`config.mk`:
```
export PLATFORM = sky130hd
export DESIGN_NAME = perf_count_reader
export DESIGN_NICKNAME = d
export VERILOG_FILES = /design/src/rtl/perf_pkg.sv /design/src/rtl/perf_count_mux.sv /design/src/rtl/perf_count_reader.sv
export SDC_FILE = /design/constraint.sdc
export NUM_CORES = 1
export LEC_CHECK = 0
export BUFFER_PORTS_ARGS = -buffer_cell sky130_fd_sc_hd__buf_2
export CORE_AREA = 2 2 119 121
export DETAILED_ROUTE_END_ITERATION = 8
export DIE_AREA = 0 0 121 123
export PLACE_DENSITY = 0.79
export SYNTH_ARGS = -nofsm -noshare
export SYNTH_HDL_FRONTEND = slang
export SYNTH_SLANG_ARGS = --single-unit
```
`constraint.sdc`:
```
create_clock -name clk -period 1.6 [get_ports clk]
set_input_delay 0.16 -clock clk [delete_from_list [all_inputs] [get_ports clk]]
set_output_delay 0.16 -clock clk [all_outputs]
set_load 0.02 [all_outputs]
```
`src/rtl/perf_pkg.sv`:
```
// Shared definitions for the performance-counter read path: fixed counter and
// beat widths, the reader FSM encoding and a counter slice helper.
package perf_pkg;

  localparam int CNT_W   = 64;
  localparam int DATA_W  = 32;
  localparam int MAX_CNT = 16;

  typedef enum logic [1:0] {
    ST_IDLE    = 2'd0,
    ST_SEND_LO = 2'd1,
    ST_SEND_HI = 2'd2
  } state_e;

  // Return counter idx from a bus padded to the maximum supported bank size.
  // The caller zero-extends its narrower bus, so every idx in 0..15 is legal.
  function automatic logic [CNT_W-1:0] counter_slice(
    input logic [MAX_CNT*CNT_W-1:0] bus,
    input logic [3:0]               idx
  );
    logic [9:0] base;
    base = {idx, 6'd0};
    return bus[base +: CNT_W];
  endfunction

endpackage

```
`src/rtl/perf_count_mux.sv`:
```
// Combinational NUM_CNT:1 selector over the 64-bit counter bank with a range
// check on the requested index. Out-of-range requests yield a zero value.
module perf_count_mux
  import perf_pkg::*;
#(
  parameter int NUM_CNT = 4,
  parameter int IDX_W   = 4
) (
  input  logic [NUM_CNT*CNT_W-1:0] count_i,
  input  logic [IDX_W-1:0]         idx_i,
  output logic [CNT_W-1:0]         sel_value_o,
  output logic                     idx_err_o
);

  logic [MAX_CNT*CNT_W-1:0] bus_s;
  logic [3:0]               idx4_s;

  // Pad the bank to the maximum size, range-check the index and select.
  always_comb begin
    bus_s                       = '0;
    bus_s[NUM_CNT*CNT_W-1:0]    = count_i;
    idx4_s                      = 4'(idx_i);
    idx_err_o                   = (32'(idx_i) >= 32'(NUM_CNT));
    if (idx_err_o) begin
      sel_value_o = 64'd0;
    end else begin
      sel_value_o = counter_slice(bus_s, idx4_s);
    end
  end

endmodule

```
`src/rtl/perf_count_reader.sv`:
```
// Reads one 64-bit event counter atomically on request and returns it as two
// 32-bit beats (low word first) on a valid/ready channel, with an optional
// one-cycle clear pulse to the selected counter for read-and-clear.
module perf_count_reader
  import perf_pkg::*;
#(
  parameter int NUM_CNT = 4,
  parameter int IDX_W   = 4
) (
  input  logic                     clk,
  input  logic                     rst_n,
  input  logic [NUM_CNT*CNT_W-1:0] count_in,
  output logic [NUM_CNT-1:0]       cnt_clr,
  input  logic                     req_valid,
  output logic                     req_ready,
  input  logic [IDX_W-1:0]         req_idx,
  input  logic                     req_clear,
  output logic                     rsp_valid,
  input  logic                     rsp_ready,
  output logic [DATA_W-1:0]        rsp_data,
  output logic                     rsp_last,
  output logic                     rsp_err
);

  state_e              state_q, state_d;
  logic [CNT_W-1:0]    snap_q, snap_d;
  logic                req_ready_q, req_ready_d;
  logic                rsp_valid_q, rsp_valid_d;
  logic [DATA_W-1:0]   rsp_data_q, rsp_data_d;
  logic                rsp_last_q, rsp_last_d;
  logic                rsp_err_q, rsp_err_d;
  logic [NUM_CNT-1:0]  cnt_clr_q, cnt_clr_d;

  logic [CNT_W-1:0]    sel_value_s;
  logic                idx_err_s;
  logic [NUM_CNT-1:0]  clr_onehot_s;

  perf_count_mux #(
    .NUM_CNT (NUM_CNT),
    .IDX_W   (IDX_W)
  ) u_mux (
    .count_i     (count_in),
    .idx_i       (req_idx),
    .sel_value_o (sel_value_s),
    .idx_err_o   (idx_err_s)
  );

  // Decode the requested index into a one-hot clear vector.
  always_comb begin
    clr_onehot_s = '0;
    for (int i = 0; i < NUM_CNT; i++) begin
      clr_onehot_s[i] = (32'(req_idx) == 32'(i));
    end
  end

  // Next-state and next-output logic; every register holds unless changed.
  always_comb begin
    state_d     = state_q;
    snap_d      = snap_q;
    req_ready_d = req_ready_q;
    rsp_valid_d = rsp_valid_q;
    rsp_data_d  = rsp_data_q;
    rsp_last_d  = rsp_last_q;
    rsp_err_d   = rsp_err_q;
    cnt_clr_d   = '0;
    case (state_q)
      ST_IDLE: begin
        if (req_valid) begin
          // Whole 64-bit value is taken in this one cycle, so the high beat
          // can never pair with a low word from a different cycle.
          state_d     = ST_SEND_LO;
          snap_d      = sel_value_s;
          req_ready_d = 1'b0;
          rsp_valid_d = 1'b1;
          rsp_data_d  = sel_value_s[DATA_W-1:0];
          rsp_last_d  = 1'b0;
          rsp_err_d   = idx_err_s;
          if (req_clear && !idx_err_s) begin
            cnt_clr_d = clr_onehot_s;
          end else begin
            cnt_clr_d = '0;
          end
        end else begin
          state_d = ST_IDLE;
        end
      end
      ST_SEND_LO: begin
        if (rsp_ready) begin
          state_d    = ST_SEND_HI;
          rsp_data_d = snap_q[CNT_W-1:DATA_W];
          rsp_last_d = 1'b1;
        end else begin
          state_d = ST_SEND_LO;
        end
      end
      ST_SEND_HI: begin
        if (rsp_ready) begin
          state_d     = ST_IDLE;
          req_ready_d = 1'b1;
          rsp_valid_d = 1'b0;
          rsp_data_d  = 32'd0;
          rsp_last_d  = 1'b0;
          rsp_err_d   = 1'b0;
        end else begin
          state_d = ST_SEND_HI;
        end
      end
      default: begin
        state_d     = ST_IDLE;
        snap_d      = 64'd0;
        req_ready_d = 1'b1;
        rsp_valid_d = 1'b0;
        rsp_data_d  = 32'd0;
        rsp_last_d  = 1'b0;
        rsp_err_d   = 1'b0;
      end
    endcase
  end

  // State and registered outputs; reset discards any in-flight response.
  always_ff @(posedge clk or negedge rst_n) begin
    if (!rst_n) begin
      state_q     <= ST_IDLE;
      snap_q      <= 64'd0;
      req_ready_q <= 1'b1;
      rsp_valid_q <= 1'b0;
      rsp_data_q  <= 32'd0;
      rsp_last_q  <= 1'b0;
      rsp_err_q   <= 1'b0;
      cnt_clr_q   <= '0;
    end else begin
      state_q     <= state_d;
      snap_q      <= snap_d;
      req_ready_q <= req_ready_d;
      rsp_valid_q <= rsp_valid_d;
      rsp_data_q  <= rsp_data_d;
      rsp_last_q  <= rsp_last_d;
      rsp_err_q   <= rsp_err_d;
      cnt_clr_q   <= cnt_clr_d;
    end
  end

  assign req_ready = req_ready_q;
  assign rsp_valid = rsp_valid_q;
  assign rsp_data  = rsp_data_q;
  assign rsp_last  = rsp_last_q;
  assign rsp_err   = rsp_err_q;
  assign cnt_clr   = cnt_clr_q;

endmodule

```
==> results of run 1 <==
-- registers in the layout (all words and copies together) (netlist names) --
register   count
rsp_data      32
rsp_err        1
rsp_last       1
rsp_valid      1
cnt_clr        4
snap_q        32
req_ready      1
state_q        2
-- per-layer routing --
layer / part of all wire (%) / up-vias / global-route usage (%)
met5: 0 / - / 0
met3: 8.9 / 43 / 6.227
li1: - / 1969 / -
met4: 2.9 / 0 / 9.593
met1: 36 / 2254 / 25.82
met2: 52 / 286 / 39.54
-- report_power, final --
part / switching (uW) / internal (uW)
clock network: 750 / 1240
registers: 398 / 2480
logic: 2080 / 1860
-- cells by family (layout without fill, tap and decap cells) --
logic type,after synthesis,after routing,share of synthesized area [%]
other,0,1,0
adder cells (fa/ha/maj),4,4,1.076
multiplexers,64,64,31.07
AO/OA/AOI/OAI,73,73,14.31
flip-flops,74,74,39.84
buffers and inverters,44,359,5.273
AND/OR/NAND/NOR,50,50,8.421
-- worst max-delay path: cells and delay by family (launching register included) --
| kind | cells | cell delay, ps |
|---|---|---|
| and+or+nand+nor | 2 | 570 |
| buffers and inverters | 2 | 270 |
| AOI/OAI and AO/OA | 1 | 150 |
| adders and majority gates | 1 | 170 |
| DFF | 1 | 410 |
-- final cells by class --
cell class / count / share of cell area [%]
inverter: 6 / 0.3227
clock inverter: 3 / 0.5737
timing repair buffer: 338 / 27.98
sequential: 74 / 26.55
antenna: 1 / 0.03586
multi-input combinational: 191 / 37.77
tap: 180 / 3.227
clock buffer: 12 / 3.532
-- cell usage in the layout, fill, tap and decap left out, types with 4 or more instances in the layout --
master / count
mux4_2: 63
and4_1: 32
buf_12: 12
nor3_2: 4
a22o_1: 33
clkbuf_16: 9
a221o_1: 32
buf_2: 302
buf_4: 18
inv_1: 4
dfrtp_1: 73
buf_6: 5
-- per-stage QoR --
step	worst slack (ps)	hold slack, ps	util, %	power, uW	TNS [ps]
2_1_floorplan	6.778	-135.6	-	4989	0
3_3_place_gp	-5.828	98.60	48.62	6597	-5.828
3_5_place_dp	-109.3	98.73	48.62	6757	-2946
4_1_cts	-28.36	121.6	50.97	8826	-292.1
5_1_grt	-111.1	122.6	51.27	9260	-5159
6_report	-35.17	140.2	51.27	8805	-634.3
-- repair_timing --
action | in CTS | in global routing
gates resized for setup | 7 | 8
hold buffers | 1 | 0
endpoints found under the setup margin | 68 | 68
endpoints found under the hold margin | 24 | 0
pin swaps | 1 | 1
-- how the worst max path moves through the flow --
stage	startpoint	endpoint	slack, ps	cells past startpoint
after floorplan	state_q[1]	rsp_data[16]	7	7
after global placement	req_idx[0]	rsp_data[8]	-6	5
after detailed placement	state_q[1]	cnt_clr[3]	-110	6
after CTS	state_q[0]	rsp_data[17]	-30	6
after global routing	state_q[0]	snap_q[39]	-110	6
final	state_q[0]	snap_q[46]	-40	6
==> impl_results.md, run 1 <==
* Fmax at 0.6116 GHz
* Via count at 4552
* Synth cell types at 31
* Cell area power density at 1262 nW/um2
* Critical R2R Capture: snap_q[46]
* Mapped Cells at 309
* Fill cells at 1174
* Final routed DRC violation total at 0
* Primary FF master, synth: dfrtp_1
* First-pass GRT wire length at 25.25 mm
* Largest net degree at the start of global routing at 40
* Most frequent cell after synthesis: dfrtp_1
* Clock Sinks at 74
* Final Max Slew Viols at 0
* Cell Area, Synth at 4651 um2
* Final instance area at 6979 um2
* Share of cells above drive strength 1 at 69.23%
* Reg-to-reg slack, setup at -40 ps
* Yosys warnings at 0
* Final setup vio count at 51
* Syn_nets at 578
* Number of routed nets with antenna violations at 0
* 1st-iter DRT viols at 284
* Asr flop ratio synth at 100.0%
* Setup CP Type: register to register
* Period minus WS final at 1635 ps
* Hold path cells at 3
* Hold endpoint: cnt_clr[3]
* Number of max-cap violations at 0
* Failing checks: setup timing
* Multi-input combinational cell area at 2636 um2
* Worst R2R Start: state_q[0]
* Final Wtd Congestion at 0.8199
* Chip Width at 121 um
* Area contributors post-synth: dfrtp_1 39%, mux4_2 31%, a221o_1 6.9%, a22o_1 6.2%, and4_1 6.0%
* Port bufs at 304
* Final setup margin at -35.17 ps
* Synth-to-layout area growth at 50.07%
* WP data arrival at 1900 ps
* Clock skew at 6.624 ps
* Drt wl/cell at 21.17 um
* CP max stage cell: dfrtp_1
* Req. time, crit path at 1860 ps
* Clock-pin transition on the worst setup and hold timing paths at 50 ps
* Worst setup EP type: register
* Seq. cell area at 1853 um2
* Max FO, Critical Path at 18
* Relative slew slack at 75.70%
* Max IR drop VDD at 0.7573 mV
* DR pass1 iterations at 4
* Most frequent cells after synthesis: 73 x dfrtp_1, 63 x mux4_2, 33 x a22o_1, 32 x a221o_1, 32 x and4_1
* Mean instance size in the synthesized netlist at 15.05 um2
* Leakage at 0.003501 uW
* Placed inst area at 6618 um2
* Starting Density at 34.17%
* Hold_sp: req_clear
* Placement row count at 43
* Routed wire length at 17.04 mm
* CORE AREA at 13610 um2
* CTS tree: built
* Final hold vios at 0
* Layout Cells excl Fill at 805
* Transition time of the tightest slew-check pin at 364.4 ps
* # Post-CTS Setup Buffers at 0
* Reg2Reg Depth at 6
* Synth area leader: dfrtp_1
* Synth Register Bits at 74
* Placed insts at 788
* Die Height at 123 um
* Nets@finish at 889
* Slowest stage delay, CP at 410 ps
* Crit path cell chain: inv_2 -> ha_4 -> nor3b_4 -> and3b_2 -> buf_12 -> a22o_1
* Fin crit share at 102.2%
* RSZ-0062 raised after global routing: yes
* GR Overflow Total at 0
* Total I/O pin count at 305
* Worst min-delay path class: input port to register
* Hpwl dp at 13.65 mm
* Initial antenna violation count at 1
* Sequential area share after synthesis at 39.84%
* Cts bufs inserted at 9
* Max clock buf depth at 2
* Post-synth EDFFs at 0
* Die area at 14880 um2
* Area share of the largest cell type after synthesis at 39.28%
* Htree depth at 3
* Clock Latency Late Sink at 330 ps
* Status: complete, but fails checks
* All-Layer GR Usage at 22.51%
* Worst Setup Start Kind: register
* DR vias/cell at 5.655
* CTS root buf: clkbuf_16
* Vias in the first global route at 4834
Power figures use the tool's default switching activity.
==> inputs of run 2 (changes only) <==
CORE_AREA = default   (was 2 2 119 121)
CORE_ASPECT_RATIO = 0.7   (was default)
CORE_UTILIZATION = 40   (was default)
DIE_AREA = default   (was 0 0 121 123)
PLACE_DENSITY = 0.87   (was 0.79)
SYNTH_HIERARCHICAL = 1   (was default)
==> run 2 against run 1 <==
Against the previous run: the run still ends with setup timing left; power increased by 5.7%; sequential share of layout area decreased by 1.2 points; design area increased by 4.8%; combinational power increased by 15%; worst hold slack got worse by 88 ps; clock power increased by 6%; routed wire length decreased by 3.9%; global-route usage increased by 1.9 points; clock-buffer cell count increased by 1; die area decreased by 12%; register-to-register slack about the same; core utilization increased by 9.6 points.
==> impl_results.md, run 2 <==
* Status: complete, but fails checks (unchanged)
* Failing checks: setup timing (unchanged)
* Htree depth at 3 (unchanged)
* Max clock buf depth at 2 (unchanged)
* Nets@finish at 1026 (was 889)
* Final Max Slew Viols at 0 (unchanged)
* DR pass1 iterations at 4 (unchanged)
* Worst setup EP type: register (unchanged)
* First-pass GRT wire length at 24.09 mm (was 25.25 mm)
* Most frequent cells after synthesis: 128 x mux2i_1, 73 x dfrtp_1, 64 x a22o_1, 64 x o22ai_1, 32 x mux2_2 (was 73 x dfrtp_1, 63 x mux4_2, 33 x a22o_1, 32 x a221o_1, 32 x and4_1)
* Final routed DRC violation total at 0 (unchanged)
* Die area at 13100 um2 (was 14880 um2)
* Multi-input combinational cell area at 2934 um2 (was 2636 um2)
* CTS root buf: clkbuf_16 (unchanged)
* Worst Setup Start Kind: register (unchanged)
* Hpwl dp at 12.23 mm (was 13.65 mm)
* Total I/O pin count at 305 (unchanged)
* Max IR drop VDD at 0.8318 mV (was 0.7573 mV)
* Final hold vios at 0 (unchanged)
* Relative slew slack at 75.26% (was 75.70%)
* DP Worst Slack at -62.83 ps (was -109.3 ps)
* Cell area power density at 1273 nW/um2 (was 1262 nW/um2)
* Cell Area, Synth at 5057 um2 (was 4651 um2)
* Crit path cell chain: inv_4 -> ha_4 -> o21a_4 -> buf_12 -> a22o_1 -> mux2_4 (was inv_2 -> ha_4 -> nor3b_4 -> and3b_2 -> buf_12 -> a22o_1)
* Final setup vio count at 26 (was 51)
* Number of routed nets with antenna violations at 0 (unchanged)
* Hold endpoint: cnt_clr[2] (was cnt_clr[3])
* Critical R2R Capture: rsp_data[11] (was snap_q[46])
* Final Wtd Congestion at 0.8501 (was 0.8199)
* N_diodes at 0 (was 1)
* Fin crit share at 102.0% (was 102.2%)
* Primary FF master, synth: dfrtp_1 (unchanged)
* Leading cell type in the layout, fill and taps excluded: buf_2 (unchanged)
* Seq. cell area at 1854 um2 (was 1853 um2)
* Fill cells at 1012 (was 1174)
* Final setup margin at -32.10 ps (was -35.17 ps)
* WP data arrival at 1840 ps (was 1900 ps)
* Yosys warnings at 6 (was 0)
* Max FO, Critical Path at 12 (was 18)
* Die Height at 96.08 um (was 123 um)
* 1st-iter DRT viols at 224 (was 284)
* Worst Hold Slack at 52.50 ps (was 140.2 ps)
* Initial antenna violation count at 0 (was 1)
* Port bufs at 304 (unchanged)
* Commonest non-fill, non-tap cells in the layout: 302 x buf_2, 128 x mux2i_1, 72 x dfrtp_1 (was 302 x buf_2, 73 x dfrtp_1, 63 x mux4_2)
* Worst min-delay path class: input port to register (unchanged)
* Synth cell types at 32 (was 31)
* Vias in the first global route at 4849 (was 4834)
* Synth area leader: dfrtp_1 (unchanged)
* Share of cells above drive strength 1 at 53.09% (was 69.23%)
* Sequential area share after synthesis at 36.64% (was 39.84%)
* Most frequent cell after synthesis: mux2i_1 (was dfrtp_1)
* Period minus WS final at 1632 ps (was 1635 ps)
* Via count at 5028 (was 4552)
* Synth Register Bits at 74 (unchanged)
* CORE AREA at 12020 um2 (was 13610 um2)
* GR Overflow Total at 0 (unchanged)
* Mean instance size in the synthesized netlist at 11.31 um2 (was 15.05 um2)
* Placement row count at 33 (was 43)
* Hold_sp: req_idx[0] (was req_clear)
* Leakage at 0.004010 uW (was 0.003501 uW)
* Clock Sinks at 74 (unchanged)
* All-Layer GR Usage at 24.41% (was 22.51%)
* Cts bufs inserted at 9 (unchanged)
* Routed wire length at 16.38 mm (was 17.04 mm)
* Worst R2R Start: state_q[0] (unchanged)
* Reg2Reg Depth at 6 (unchanged)
* Reg-to-reg slack, setup at -30 ps (was -40 ps)
* Slowest stage delay, CP at 430 ps (was 410 ps)
* Chip Width at 136.4 um (was 121 um)
* CP max stage cell: dfrtp_2 (was dfrtp_1)
* Starting Density at 42.09% (was 34.17%)
* Number of max-cap violations at 0 (unchanged)
* Transition time of the tightest slew-check pin at 371.1 ps (was 364.4 ps)
* Mapped Cells at 447 (was 309)
* RSZ-0062 raised after global routing: yes (unchanged)
* Clock skew at 4.249 ps (was 6.624 ps)
* Drt wl/cell at 17.84 um (was 21.17 um)
* Req. time, crit path at 1810 ps (was 1860 ps)
* CTS tree: built (unchanged)
* Area contributors post-synth: dfrtp_1 36%, mux2i_1 25%, a22o_1 11%, o22ai_1 7.9%, mux2_2 7.1% (was dfrtp_1 39%, mux4_2 31%, a221o_1 6.9%, a22o_1 6.2%, and4_1 6.0%)
* Clock-pin transition on the worst setup and hold timing paths at 50 ps (about the same)
* Largest net degree at the start of global routing at 65 (was 40)
* Synth-to-layout area growth at 44.61% (was 50.07%)
* Hold path cells at 2 (was 3)
* Fmax at 0.6127 GHz (was 0.6116 GHz)
* Setup CP Type: register to register (unchanged)
* Clock Latency Late Sink at 320 ps (was 330 ps)
* CP bufs+invs at 2 (unchanged)
* Family with the most delay on the worst path: flip-flops (was simple AND/OR/NAND/NOR gates)
* Syn_nets at 717 (was 578)
* Post-synth EDFFs at 0 (unchanged)
* Area share of the largest cell type after synthesis at 36.12% (was 39.28%)
* DR vias/cell at 5.477 (was 5.655)
* Asr flop ratio synth at 100.0% (unchanged)
run 2: changes by cell type in the layout (fill, tap and decap cells not counted), sizes merged, moves of 4 or more:
cell | before | now
a221o | 32 | 0
a22o | 33 | 64
and4 | 32 | 0
buf | 337 | 341
mux2 | 0 | 33
mux2i | 0 | 128
mux4 | 64 | 0
o22ai | 0 | 64
run 2: final cells by class:
class	instances	area share, %
sequential	74	25.36
tap	157	2.686
timing repair buffer	342	27.10
clock buffer	13	3.832
clock inverter	3	0.6159
multi-input combinational	324	40.12
inverter	5	0.2908
run 2: report_power, final:
group,switching [uW],internal (uW)
Clock,734,1380
Sequential,285,2370
Combinational,2420,2120
Total,3440,5870
run 2: repair_timing:
action | CTS | global route
endpoints found under the hold margin | 24 | 0
pin swaps | 2 | 0
setup endpoints to repair | 65 | 66
gates resized for setup | 12 | 11
gates cloned | 1 | 1
hold buffers | 1 | 0
buffers inserted | 1 | 2
run 2: per-stage QoR:
step	util (%)	TNS, ps	total power [uW]	instances	area [um2]
CTS	60.36	-297.8	9191	915	7252
global route	60.87	-2666	9843	918	7313
finish	60.87	-368.1	9311	918	7313
floorplan	-	0	5151	447	5057
global placement	56.93	-35.10	6659	896	6840
detailed placement	56.93	-2111	6775	896	6840
run 2: cells by family after synthesis:
family | after synthesis | share of synthesized area [%]
multiplexers | 161 | 32.68
AO/OA/AOI/OAI | 136 | 20.26
flip-flops | 74 | 36.64
buffers and inverters | 49 | 6.606
AND/OR/NAND/NOR | 22 | 2.573
adder cells (fa/ha/maj) | 5 | 1.237
run 2: worst register-to-register path, delay by kind of cell, from the launching register on:
family	cells	cell delay, ps
AOI/OAI and AO/OA	2	420
adders and majority gates	1	180
DFF	1	430
buffers and inverters	2	220
muxes	1	260
run 2: metal layers:
metal  track usage (%)  wire length [um]
met5                 0                 0
met4             6.574               250
met3             5.793              1211
met1             28.14              6552
met2             45.30              8365
run 2: worst max-delay path by stage:
| stage | start | to | slack (ps) | depth (start not counted) |
|---|---|---|---|---|
| 4_1_cts | state_q[0] | rsp_data[18] | -20 | 6 |
| 6_report | state_q[0] | rsp_data[11] | -30 | 6 |
| 3_3_place_gp | req_idx[2] | rsp_data[6] | -9 | 6 |
| 5_1_grt | state_q[0] | rsp_data[22] | -70 | 6 |
| 3_5_place_dp | state_q[0] | rsp_data[11] | -60 | 6 |
| 2_1_floorplan | state_q[0] | rsp_data[0] | 10 | 6 |
==> inputs of run 3 (changes only) <==
ABC_AREA = 1   (was default)
PLACE_DENSITY = 0.82   (was 0.87)
==> run 3 against run 2 <==
Against the previous run: the run now ends clean; final cell count grew 84%; combinational power grew 4%; critical path type unchanged; design area grew 20%; critical endpoint is now rsp_data[4]; non-clock buffer count shrank 7; register-to-register slack gained 140 ps; fmax grew 9.4%; worst setup slack gained 140 ps; area after synthesis grew 30%; sequential share of layout area shrank 4.2 points; die area grew 29%; synthesized cell count grew to 2.7 times the previous value; largest cell class unchanged.
==> impl_results.md, run 3 <==
* Area contributors post-synth: nand2_1 28%, dfrtp_1 28%, inv_1 15%, nand3_1 12%, a21oi_1 5.1% (was dfrtp_1 36%, mux2i_1 25%, a22o_1 11%, o22ai_1 7.9%, mux2_2 7.1%)
* Primary FF master, synth: dfrtp_1 (unchanged)
* Share of power burned in combinational logic at 50.9% (was 48.8%)
* WP data arrival at 1710 ps (was 1840 ps)
* Cts bufs inserted at 9 (unchanged)
* Commonest non-fill, non-tap cells in the layout: 499 x nand2_1, 302 x buf_2, 266 x inv_1 (was 302 x buf_2, 128 x mux2i_1, 72 x dfrtp_1)
* Fin crit share at 93.23% (was 102.0%)
* Leading cell type in the layout, fill and taps excluded: nand2_1 (was buf_2)
* Mapped Cells at 1196 (was 447)
* Yosys warnings at 6 (unchanged)
* Fmax at 0.6704 GHz (was 0.6127 GHz)
* Most frequent cell after synthesis: nand2_1 (was mux2i_1)
* DR pass1 iterations at 5 (was 4)
* Cell Area, Synth at 6573 um2 (was 5057 um2)
* Die area at 16960 um2 (was 13100 um2)
* Hold path cells at 3 (was 2)
* Drt wl/cell at 13.01 um (was 17.84 um)
* Final hold vios at 0 (unchanged)
* Placed insts at 1676 (was 896)
* RSZ-0062 raised after global routing: no (was yes)
* Multi-input combinational cell area at 3329 um2 (was 2934 um2)
* Seq. cell area at 1853 um2 (was 1854 um2)
* Mean instance size in the synthesized netlist at 5.495 um2 (was 11.31 um2)
* Internal power at 5133 uW (was 5868 uW)
* Chip Width at 155.2 um (was 136.4 um)
* Final setup vio count at 0 (was 26)
* Sequential area share after synthesis at 28.19% (was 36.64%)
* Clock Latency Late Sink at 330 ps (was 320 ps)
* Max IR drop VDD at 0.9144 mV (was 0.8318 mV)
* Area share of the largest cell type after synthesis at 28.50% (was 36.12%)
* Routed wire length at 22.02 mm (was 16.38 mm)
* GR Overflow Total at 0 (unchanged)
* CTS root buf: clkbuf_16 (unchanged)
* Cell area power density at 1059 nW/um2 (was 1273 nW/um2)
* Port bufs at 304 (unchanged)
* First-pass GRT wire length at 34.37 mm (was 24.09 mm)
* Largest net degree at the start of global routing at 55 (was 65)
* Most frequent cells after synthesis: 499 x nand2_1, 267 x inv_1, 162 x nand3_1, 73 x dfrtp_1, 67 x a21oi_1 (was 128 x mux2i_1, 73 x dfrtp_1, 64 x a22o_1, 64 x o22ai_1, 32 x mux2_2)
* Reg-to-reg slack, setup at 110 ps (was -30 ps)
* Initial antenna violation count at 0 (unchanged)
* Synth Register Bits at 74 (unchanged)
* Placement row count at 38 (was 33)
* Hpwl dp at 17.26 mm (was 12.23 mm)
* Req. time, crit path at 1820 ps (was 1810 ps)
* Final Max Slew Viols at 0 (unchanged)
* Nets@finish at 1738 (was 1026)
* Relative slew slack at 73.85% (was 75.26%)
* Share of cells above drive strength 1 at 24.78% (was 53.09%)
* Worst min-delay path class: input port to register (unchanged)
* DR vias/cell at 4.667 (was 5.477)
* Clock Sinks at 74 (unchanged)
* Total Power at 9278 uW (was 9311 uW)
* Clock skew at 6.674 ps (was 4.249 ps)
* Fill cells at 1591 (was 1012)
* Max FO, Critical Path at 33 (was 12)
* Synth cell types at 22 (was 32)
* Switch share at 44.68% (was 36.98%)
* Clk pwr share at 20.3% (was 22.7%)
* Asr flop ratio synth at 100.0% (unchanged)
* Worst Setup Start Kind: register (unchanged)
* Final Wtd Congestion at 0.9067 (was 0.8501)
* Transition time of the tightest slew-check pin at 392.2 ps (was 371.1 ps)
* Number of max-cap violations at 0 (unchanged)
* Synth-to-layout area growth at 33.31% (was 44.61%)
* Post-synth EDFFs at 0 (unchanged)
* Number of routed nets with antenna violations at 0 (unchanged)
* Max clock buf depth at 2 (unchanged)
* CORE AREA at 15790 um2 (was 12020 um2)
* Final routed DRC violation total at 0 (unchanged)
* Reg2Reg Depth at 8 (was 6)
* Sequential share of power at 28.8% (was 28.5%)
* Period minus WS final at 1492 ps (was 1632 ps)
* Setup CP Type: register to register (unchanged)
* Layout Cells excl Fill at 1693 (was 918)
* Synth area leader: nand2_1 (was dfrtp_1)
* Via count at 7901 (was 5028)
* Die Height at 109.2 um (was 96.08 um)
* Setup_tns at 0 ps (was -368.1 ps)
* Net Sw Power at 4145 uW (was 3443 uW)
* 1st-iter DRT viols at 661 (was 224)
* Status: finished, final reports clean (was complete, but fails checks)
* Leakage at 0.005746 uW (was 0.004010 uW)
* CTS tree: built (unchanged)
* Vias in the first global route at 6949 (was 4849)
* All-Layer GR Usage at 25.74% (was 24.41%)
* Worst setup EP type: register (unchanged)
* N_diodes at 0 (unchanged)
* Starting Density at 41.64% (was 42.09%)
* Clock-pin transition on the worst setup and hold timing paths at 60 ps (was 50 ps)
* Htree depth at 3 (unchanged)
* Total I/O pin count at 305 (unchanged)
* Syn_nets at 1466 (was 717)
run 3: path summary, 6_finish.rpt:
check	start	endpoint
min reg2reg	snap_q[58]	snap_q[58]
min in group asynchronous	rst_n	rsp_data[20]
max in group asynchronous	rst_n	rsp_data[8]
max	state_q[1]	rsp_data[4]
max reg2reg	state_q[1]	rsp_data[4]
min	rsp_ready	state_q[1]
run 3: cell type report:
cell class	count	share of cell area (%)
inverters	271	11.64
clock inverters	6	0.4855
flip-flops and latches	74	21.15
multi-input cells	777	38.00
clock buffers	10	2.727
repair buffers	335	22.86
well taps	220	3.142
run 3: power by group through the flow:
stage / clock (uW) / combinational (uW) / sequential, uW
CTS: 1940 / 4730 / 2660
global placement: 0 / 4640 / 2670
global route: 2010 / 5180 / 2720
floorplan: 0 / 2590 / 2970
detailed placement: 0 / 4700 / 2690
finish: 1890 / 4720 / 2670
run 3: cell families after synthesis:
family	synth area share (%)
flops	28.19
simple gates	42.09
fa+ha+maj	0.9518
compound gates	7.462
buf+inv	21.30
run 3: routing by layer:
| metal | vias up | part of all wire (%) | GRT usage (%) |
|---|---|---|---|
| li1 | 4075 | - | - |
| met5 | - | 0 | 0 |
| met2 | 317 | 43 | 41.57 |
| met3 | 18 | 6.8 | 3.935 |
| met4 | 0 | 0.86 | 5.182 |
| met1 | 3491 | 49 | 36.51 |
run 3: per-stage QoR:
| stage | instance area, um2 | worst slack (ps) | utilization [%] | hold WS (ps) |
|---|---|---|---|---|
| 2_1_floorplan | 6573 | 224.1 | - | -135.6 |
| 3_3_place_gp | 8457 | 94.63 | 53.57 | 105.2 |
| 3_5_place_dp | 8457 | 13.57 | 53.57 | 114.7 |
| 4_1_cts | 8751 | 61.84 | 55.44 | 96.34 |
| 5_1_grt | 8762 | 13.91 | 55.51 | 135.6 |
| 6_report | 8762 | 108.4 | 55.51 | 133.8 |
run 3: timing repair:
item / 4_1_cts / 5_1_grt
pin swaps: 0 / 0
gates cloned: 0 / 0
hold buffers: 1 / 0
endpoints found under the setup margin: 2 / 27
gates resized for setup: 1 / 3
buffers inserted: 0 / 0
endpoints found under the hold margin: 23 / 0
run 3: critical path: stages (launching register included):
cell and delay [ps]:
dfrtp_1 400, inv_1 120, ha_2 250, nand2_1 130, nand2_1 130, nor2_4 50
buf_12 160, nand2_1 80, nand2_1 50
